## src/rtl/qos_pkg.sv

```systemverilog
// ---------------------------------------------------------------------------
// qos_pkg
// Shared parameter file for the QoS datapath. The translater, the virtual
// channel FIFOs and the arbiter all take their default sizes from here so
// that entry widths, depths and flag thresholds stay in agreement.
//
// Contents:
//   QOS_DATA_WIDTH - width of one translated entry
//   QOS_ADDR_WIDTH - log2 of the FIFO depth
//   QOS_AF_THRESH  - occupancy at or above which almost_full asserts
//   QOS_AE_THRESH  - occupancy at or below which almost_empty asserts
//   qos_depth()    - number of entries for a given address width
// ---------------------------------------------------------------------------
package qos_pkg;

   localparam int QOS_DATA_WIDTH = 6;
   localparam int QOS_ADDR_WIDTH = 2;
   localparam int QOS_AF_THRESH  = 3;
   localparam int QOS_AE_THRESH  = 1;

   // Depth of a FIFO addressed by addr_width pointer bits.
   function automatic int qos_depth(input int addr_width);
      return 1 << addr_width;
   endfunction

endpackage

```

## src/rtl/fifo_mem.sv

```systemverilog
// ---------------------------------------------------------------------------
// fifo_mem
// Storage array for vc_fifo: one write port and one registered read port.
// The array itself carries no reset; only the read register is cleared so
// the FIFO output starts at a known value.
//
// Ports:
//   clk     in   clock, rising edge
//   reset_L in   asynchronous active-low reset (read register only)
//   we      in   write enable
//   waddr   in   write address  [ADDR_WIDTH-1:0]
//   wdata   in   write data     [DATA_WIDTH-1:0]
//   re      in   read enable; rdata loads mem[raddr] on the next edge
//   raddr   in   read address   [ADDR_WIDTH-1:0]
//   rdata   out  registered read data, holds when re=0
// ---------------------------------------------------------------------------
module fifo_mem
   import qos_pkg::*;
#(
   parameter int DATA_WIDTH = QOS_DATA_WIDTH,
   parameter int ADDR_WIDTH = QOS_ADDR_WIDTH
) (
   input  logic                  clk,
   input  logic                  reset_L,
   input  logic                  we,
   input  logic [ADDR_WIDTH-1:0] waddr,
   input  logic [DATA_WIDTH-1:0] wdata,
   input  logic                  re,
   input  logic [ADDR_WIDTH-1:0] raddr,
   output logic [DATA_WIDTH-1:0] rdata
);

   localparam int DEPTH = qos_depth(ADDR_WIDTH);

   logic [DATA_WIDTH-1:0] mem [DEPTH];

   // Write port. No reset on the array: stale contents are never visible
   // because the control logic only reads slots it has written.
   always_ff @(posedge clk) begin
      if (we) begin
         mem[waddr] <= wdata;
      end
   end

   // Registered read port. A read and a write to the same slot in one cycle
   // returns the old contents, which is what a simultaneous push/pop on a
   // full FIFO needs.
   always_ff @(posedge clk or negedge reset_L) begin
      if (!reset_L) begin
         rdata <= '0;
      end else if (re) begin
         rdata <= mem[raddr];
      end
   end

endmodule

```

## src/rtl/vc_fifo.sv

```systemverilog
// ---------------------------------------------------------------------------
// vc_fifo
// Virtual-channel FIFO sitting behind the translater stage. Holds up to
// 2**ADDR_WIDTH entries, returns the head entry one cycle after an accepted
// pop, and exposes occupancy and threshold flags for the arbiter.
//
// Optional feature: define VC_FIFO_ERROR_EN to build the sticky
// overflow/underflow flag. Without it, error is tied low.
//
// Ports:
//   clk          in   clock, rising edge
//   reset_L      in   asynchronous active-low reset
//   push         in   write request for data_in
//   data_in      in   entry to store             [DATA_WIDTH-1:0]
//   pop          in   read request
//   data_out     out  registered head entry      [DATA_WIDTH-1:0]
//   valid_out    out  data_out valid this cycle
//   full         out  occupancy == depth
//   empty        out  occupancy == 0
//   almost_full  out  occupancy >= AF_THRESH
//   almost_empty out  occupancy <= AE_THRESH
//   fifo_count   out  current occupancy          [ADDR_WIDTH:0]
//   error        out  sticky overflow/underflow flag
// ---------------------------------------------------------------------------
module vc_fifo
   import qos_pkg::*;
#(
   parameter int DATA_WIDTH = QOS_DATA_WIDTH,
   parameter int ADDR_WIDTH = QOS_ADDR_WIDTH,
   parameter int AF_THRESH  = QOS_AF_THRESH,
   parameter int AE_THRESH  = QOS_AE_THRESH
) (
   input  logic                  clk,
   input  logic                  reset_L,
   input  logic                  push,
   input  logic [DATA_WIDTH-1:0] data_in,
   input  logic                  pop,
   output logic [DATA_WIDTH-1:0] data_out,
   output logic                  valid_out,
   output logic                  full,
   output logic                  empty,
   output logic                  almost_full,
   output logic                  almost_empty,
   output logic [ADDR_WIDTH:0]   fifo_count,
   output logic                  error
);

   localparam logic [ADDR_WIDTH:0] DEPTH_LVL = (ADDR_WIDTH+1)'(qos_depth(ADDR_WIDTH));
   localparam logic [ADDR_WIDTH:0] AF_LVL    = (ADDR_WIDTH+1)'(AF_THRESH);
   localparam logic [ADDR_WIDTH:0] AE_LVL    = (ADDR_WIDTH+1)'(AE_THRESH);

   logic [ADDR_WIDTH-1:0] wr_ptr;
   logic [ADDR_WIDTH-1:0] rd_ptr;
   logic [ADDR_WIDTH:0]   count;
   logic                  do_push;
   logic                  do_pop;

   // Accept decisions. A pop needs something stored; a push needs a free
   // slot, or a slot being freed by a pop in the same cycle. A pop on an
   // empty FIFO is ignored even when a push arrives alongside it, so the
   // freshly pushed entry is never read in the cycle it is written.
   always_comb begin
      do_pop  = pop && !empty;
      do_push = push && (!full || do_pop);
   end

   // Pointer and occupancy registers. Pointers wrap naturally at depth
   // because they are exactly ADDR_WIDTH bits wide.
   always_ff @(posedge clk or negedge reset_L) begin
      if (!reset_L) begin
         wr_ptr <= '0;
         rd_ptr <= '0;
         count  <= '0;
      end else begin
         if (do_push) begin
            wr_ptr <= wr_ptr + ADDR_WIDTH'(1);
         end
         if (do_pop) begin
            rd_ptr <= rd_ptr + ADDR_WIDTH'(1);
         end
         if (do_push && !do_pop) begin
            count <= count + (ADDR_WIDTH+1)'(1);
         end else if (do_pop && !do_push) begin
            count <= count - (ADDR_WIDTH+1)'(1);
         end
      end
   end

   // valid_out follows an accepted pop by exactly one cycle, lining up with
   // the registered read data.
   always_ff @(posedge clk or negedge reset_L) begin
      if (!reset_L) begin
         valid_out <= 1'b0;
      end else begin
         valid_out <= do_pop;
      end
   end

   // Flags come straight from the registered count so they change in the
   // same cycle as fifo_count.
   always_comb begin
      fifo_count   = count;
      full         = (count == DEPTH_LVL);
      empty        = (count == '0);
      almost_full  = (count >= AF_LVL);
      almost_empty = (count <= AE_LVL);
   end

`ifdef VC_FIFO_ERROR_EN
   logic error_q;

   // Sticky error: overflow is a push into a full FIFO with no pop to make
   // room; underflow is any pop while empty, with or without a push.
   always_ff @(posedge clk or negedge reset_L) begin
      if (!reset_L) begin
         error_q <= 1'b0;
      end else if ((push && full && !pop) || (pop && empty)) begin
         error_q <= 1'b1;
      end
   end

   assign error = error_q;
`else
   assign error = 1'b0;
`endif

   fifo_mem #(
      .DATA_WIDTH (DATA_WIDTH),
      .ADDR_WIDTH (ADDR_WIDTH)
   ) u_mem (
      .clk     (clk),
      .reset_L (reset_L),
      .we      (do_push),
      .waddr   (wr_ptr),
      .wdata   (data_in),
      .re      (do_pop),
      .raddr   (rd_ptr),
      .rdata   (data_out)
   );

endmodule

```

## config.mk

```make
export PLATFORM = sky130hd
export DESIGN_NAME = vc_fifo
export DESIGN_NICKNAME = d
export VERILOG_FILES = /design/src/rtl/qos_pkg.sv /design/src/rtl/fifo_mem.sv /design/src/rtl/vc_fifo.sv
export SDC_FILE = /design/constraint.sdc
export NUM_CORES = 1
export LEC_CHECK = 0
export CORE_UTILIZATION = 52
export CTS_CLUSTER_DIAMETER = 150
export DETAILED_ROUTE_END_ITERATION = 7
export PLACE_DENSITY = 0.87
export SLEW_MARGIN = 20
export SYNTH_ARGS = -nofsm -noshare
export SYNTH_HDL_FRONTEND = slang
export SYNTH_SLANG_ARGS = --single-unit
```

## constraint.sdc

```tcl
create_clock -name clk -period 2.2 [get_ports clk]
set_clock_uncertainty 0.05 [all_clocks]
set_input_delay 0.44 -clock clk [delete_from_list [all_inputs] [get_ports clk]]
set_output_delay 0.44 -clock clk [all_outputs]
set_load 0.02 [all_outputs]
```

==> flow_metrics.py <==
metrics = {
    "logic_synthesis": {
        "synth_area_mm2": 0.00163,
        "synth_top_cell_area_share": 0.442,
        "syn_area_per_cell_um2": 16.3,
        "synth_most_common_cell": "edfxtp_1",
        "ys.flop_type": "edfxtp_1",
        "yosysWarnings": 0,
        "syn-num-nets": 120,
        "yosysTopAreaCell": "edfxtp_1",
        "synth_common_cells": "edfxtp_1 (24), dfrtp_1 (14), ha_1 (10), inv_1 (9), mux2_2 (7)",
        "synth_compound_area_frac": 0.0230,
        "synth-edff-count": 24,
        "synth_seq_cells": 38,
        "synth_xor_area_frac": 0.0269,
        "ys_types": 23,
        "synthMuxAreaShare": 0.131,
        "synth-seq-area-share": 0.657,
        "synth_area_leaders": "edfxtp_1 (44%), dfrtp_1 (22%), mux4_2 (8.3%)",
        "ys_async_sr_fraction": 0.368,
        "synthCells": 100,
        "synthSimpleGateAreaFrac": 0.0445,
        "synth_top_family_by_area": "multiplexers",
        "synth_fa_ha_area_frac": 0.0768,
    },
    "sta": {
        "drv_slew": 0,
        "tightest_slew_ps": 646,
        "finalSetupViolCount": 0,
        "relSlewSlack": 0.568,
        "final-hold-violation-count": 0,
        "fmax_mhz": 476,
        "min_period_over_period": 0.956,
        "finalCriticalPeriod_ps": 2100,
        "whs_ps": 447,
        "timing.final.ws_setup_ps": 97.5,
    },
    "setup_path": {
        "critPathLaunchType": "flop",
        "crit_start": "fifo_count[1]$_DFFE_PN0P_",
        "crit_fanout": 5,
        "cpPeakStageDelay_ps": 410,
        "cp_cell_sequence": "inv_1 -> ha_1 -> a21oi_1 -> nor2_1 -> dlygate4sd2_1",
        "timing.rr.start": "fifo_count[1]$_DFFE_PN0P_",
        "critPathSlowestCell": "dfrtp_1",
        "worstSetupPathType": "flop to output port",
        "end_kind": "output port",
        "cp.required_ps": 1710,
        "setup.reg_to_reg.worst_slack_ps": 210,
        "cp.arrival_ps": 1610,
    },
    "floorplan": {
        "die_w_um": 58.0,
        "io_pins": 25,
        "rows": 19,
        "die_h_um": 58.0,
        "die_area_mm2": 0.00336,
        "core_area_mm2": 0.00285,
        "initial_core_util": 0.571,
    },
    "final_layout": {
        "area_delta_synth_final_pct": 22.5,
        "drive_above_1_share": 0.200,
        "nets": 149,
        "fin_util": 0.700,
        "num_antenna_cells": 0,
    },
    "global_route": {
        "antenna_found_initial": 0,
        "grt_max_degree": 15,
        "grt_overflow": 0,
        "grt_first_pass_wirelength_mm": 3.98,
        "grt_usage": 0.171,
        "grt_pass1_vias": 877,
    },
    "pwr": {
        "combPwrFrac": 0.382,
        "internal_power_mw": 1.94,
        "vdd_drop_max_v": 0.000705,
        "seqPwrFrac": 0.407,
        "power.leakage_nw": 0.808,
        "switchingPower_mw": 0.920,
        "p_total_mw": 2.86,
        "clkPwrFrac": 0.211,
        "switching_share": 0.322,
        "power.density_mw_per_mm2": 1430,
    },
    "route": {
        "ant_nets": 0,
        "drt_first_pass_iters": 6,
        "drt_iter0_drc": 24,
        "drc": 3,
        "routed_wl_mm": 2.56,
        "vias": 889,
        "wl_per_cell_um": 15.9,
        "vias_per_cell": 5.52,
    },
    "clocking": {
        "cts.root.buffer_cell": "clkbuf_4",
        "clk_pin_slew_worst_paths_ps": 110,
        "h-tree-depth": 2,
        "clkLatencyLatePin_ps": 320,
        "cts_inserted_buffers": 5,
        "cts_tree": "built",
        "numClockSinks": 38,
        "cts_buffer_depth": 2,
    },
    "place": {
        "hpwl_mm": 1.90,
        "port-buffer-count": 23,
        "pre_cts_ws_ps": 116,
        "gp_congestion": 0.777,
    },
    "worst_hold_path": {
        "min_path_type": "primary input to asynchronous set/reset pin",
    },
    "status": {
        "violations": "design-rule violations",
        "status": "complete, but fails checks",
    },
    "job": {
        "cap_violations": 0,
    },
}
-- state kept, by name, summed over array words and instances, names as in the netlist --
| signal | flops |
|---|---|
| fifo_count | 3 |
| rd_ptr | 2 |
| u_mem.mem | 24 |
| u_mem.rdata | 6 |
| valid_out | 1 |
| wr_ptr | 2 |
-- layout by cell type (no fill, tap or decap), drive strengths merged, types with 3 or more instances in the layout --
cell,count
clkbuf,7
mux4,6
edfxtp,24
inv,9
xnor2,4
dfrtp,14
ha,10
and2,4
buf,3
clkdlybuf4s50,19
a21oi,3
mux2,7
o21ai,3
nand2,3
dlygate4sd2,3
-- metrics by stage --
stage | setup TNS, ps | cell area, um^2 | std cells
CTS | 0 | 1990 | 160
global route | -1.89 | 2000 | 161
floorplan | 0 | 1630 | 100
global placement | 0 | 1890 | 152
finish | 0 | 2000 | 161
detailed placement | 0 | 1890 | 152
-- power groups by stage --
stage	combinational, mW	sequential (mW)	clock [mW]
6_report	1.09	1.16	0.603
5_1_grt	1.18	1.19	0.646
4_1_cts	1.09	1.17	0.609
3_5_place_dp	1.12	1.19	0
3_3_place_gp	1.07	1.17	0
2_1_floorplan	0.682	1.20	0
-- cell families after synthesis --
| group | Yosys count |
|---|---|
| XOR/XNOR | 5 |
| buffers and inverters | 13 |
| AND/OR/NAND/NOR | 13 |
| flip-flops | 38 |
| adder cells (fa/ha/maj) | 10 |
| multiplexers | 13 |
| other | 1 |
| AO/OA/AOI/OAI | 7 |
-- area by class of cell --
class	count	area, um^2
Clock buffer	6	51.3
Multi-Input combinational cell	49	497
Clock inverter	2	60.1
Timing Repair Buffer	26	244
Sequential cell	38	1070
Fill cell	185	857
Tap cell	31	38.8
Inverter	9	33.8
-- final timing paths --
check                      cells after the start                         end
min                                            1  u_mem.rdata[4]$_DFFE_PN0P_
min in group clk                               1  u_mem.rdata[5]$_DFFE_PN0P_
max                                            5                almost_empty
min reg2reg                                    1  u_mem.rdata[5]$_DFFE_PN0P_
max in group asynchronous                      1       wr_ptr[1]$_DFFE_PN0P_
max reg2reg                                    8   fifo_count[2]$_DFFE_PN0P_
-- metal layers --
metal,vias up,wire (um),global-route usage
met3,7,131,0.0491
met5,-,0,0
met4,0,51,0.0850
met1,441,1020,0.208
li1,413,-,-
met2,28,1360,0.282
-- critical path: cells and delay by family (launching register included) --
family / cells / cell delay [ps]
compound gates: 1 / 160
fa+ha+maj: 1 / 200
buf+inv: 2 / 440
flops: 1 / 410
simple gates: 1 / 70
-- what timing repair did --
item                       4_1_cts  5_1_grt
setup endpoints to repair        4        2
setup buffers                    0        1
hold endpoints to repair         0        0
cloned                           0        0
hold buffers                     0        0
resized for setup                4        3
Power figures use the tool's default switching activity.
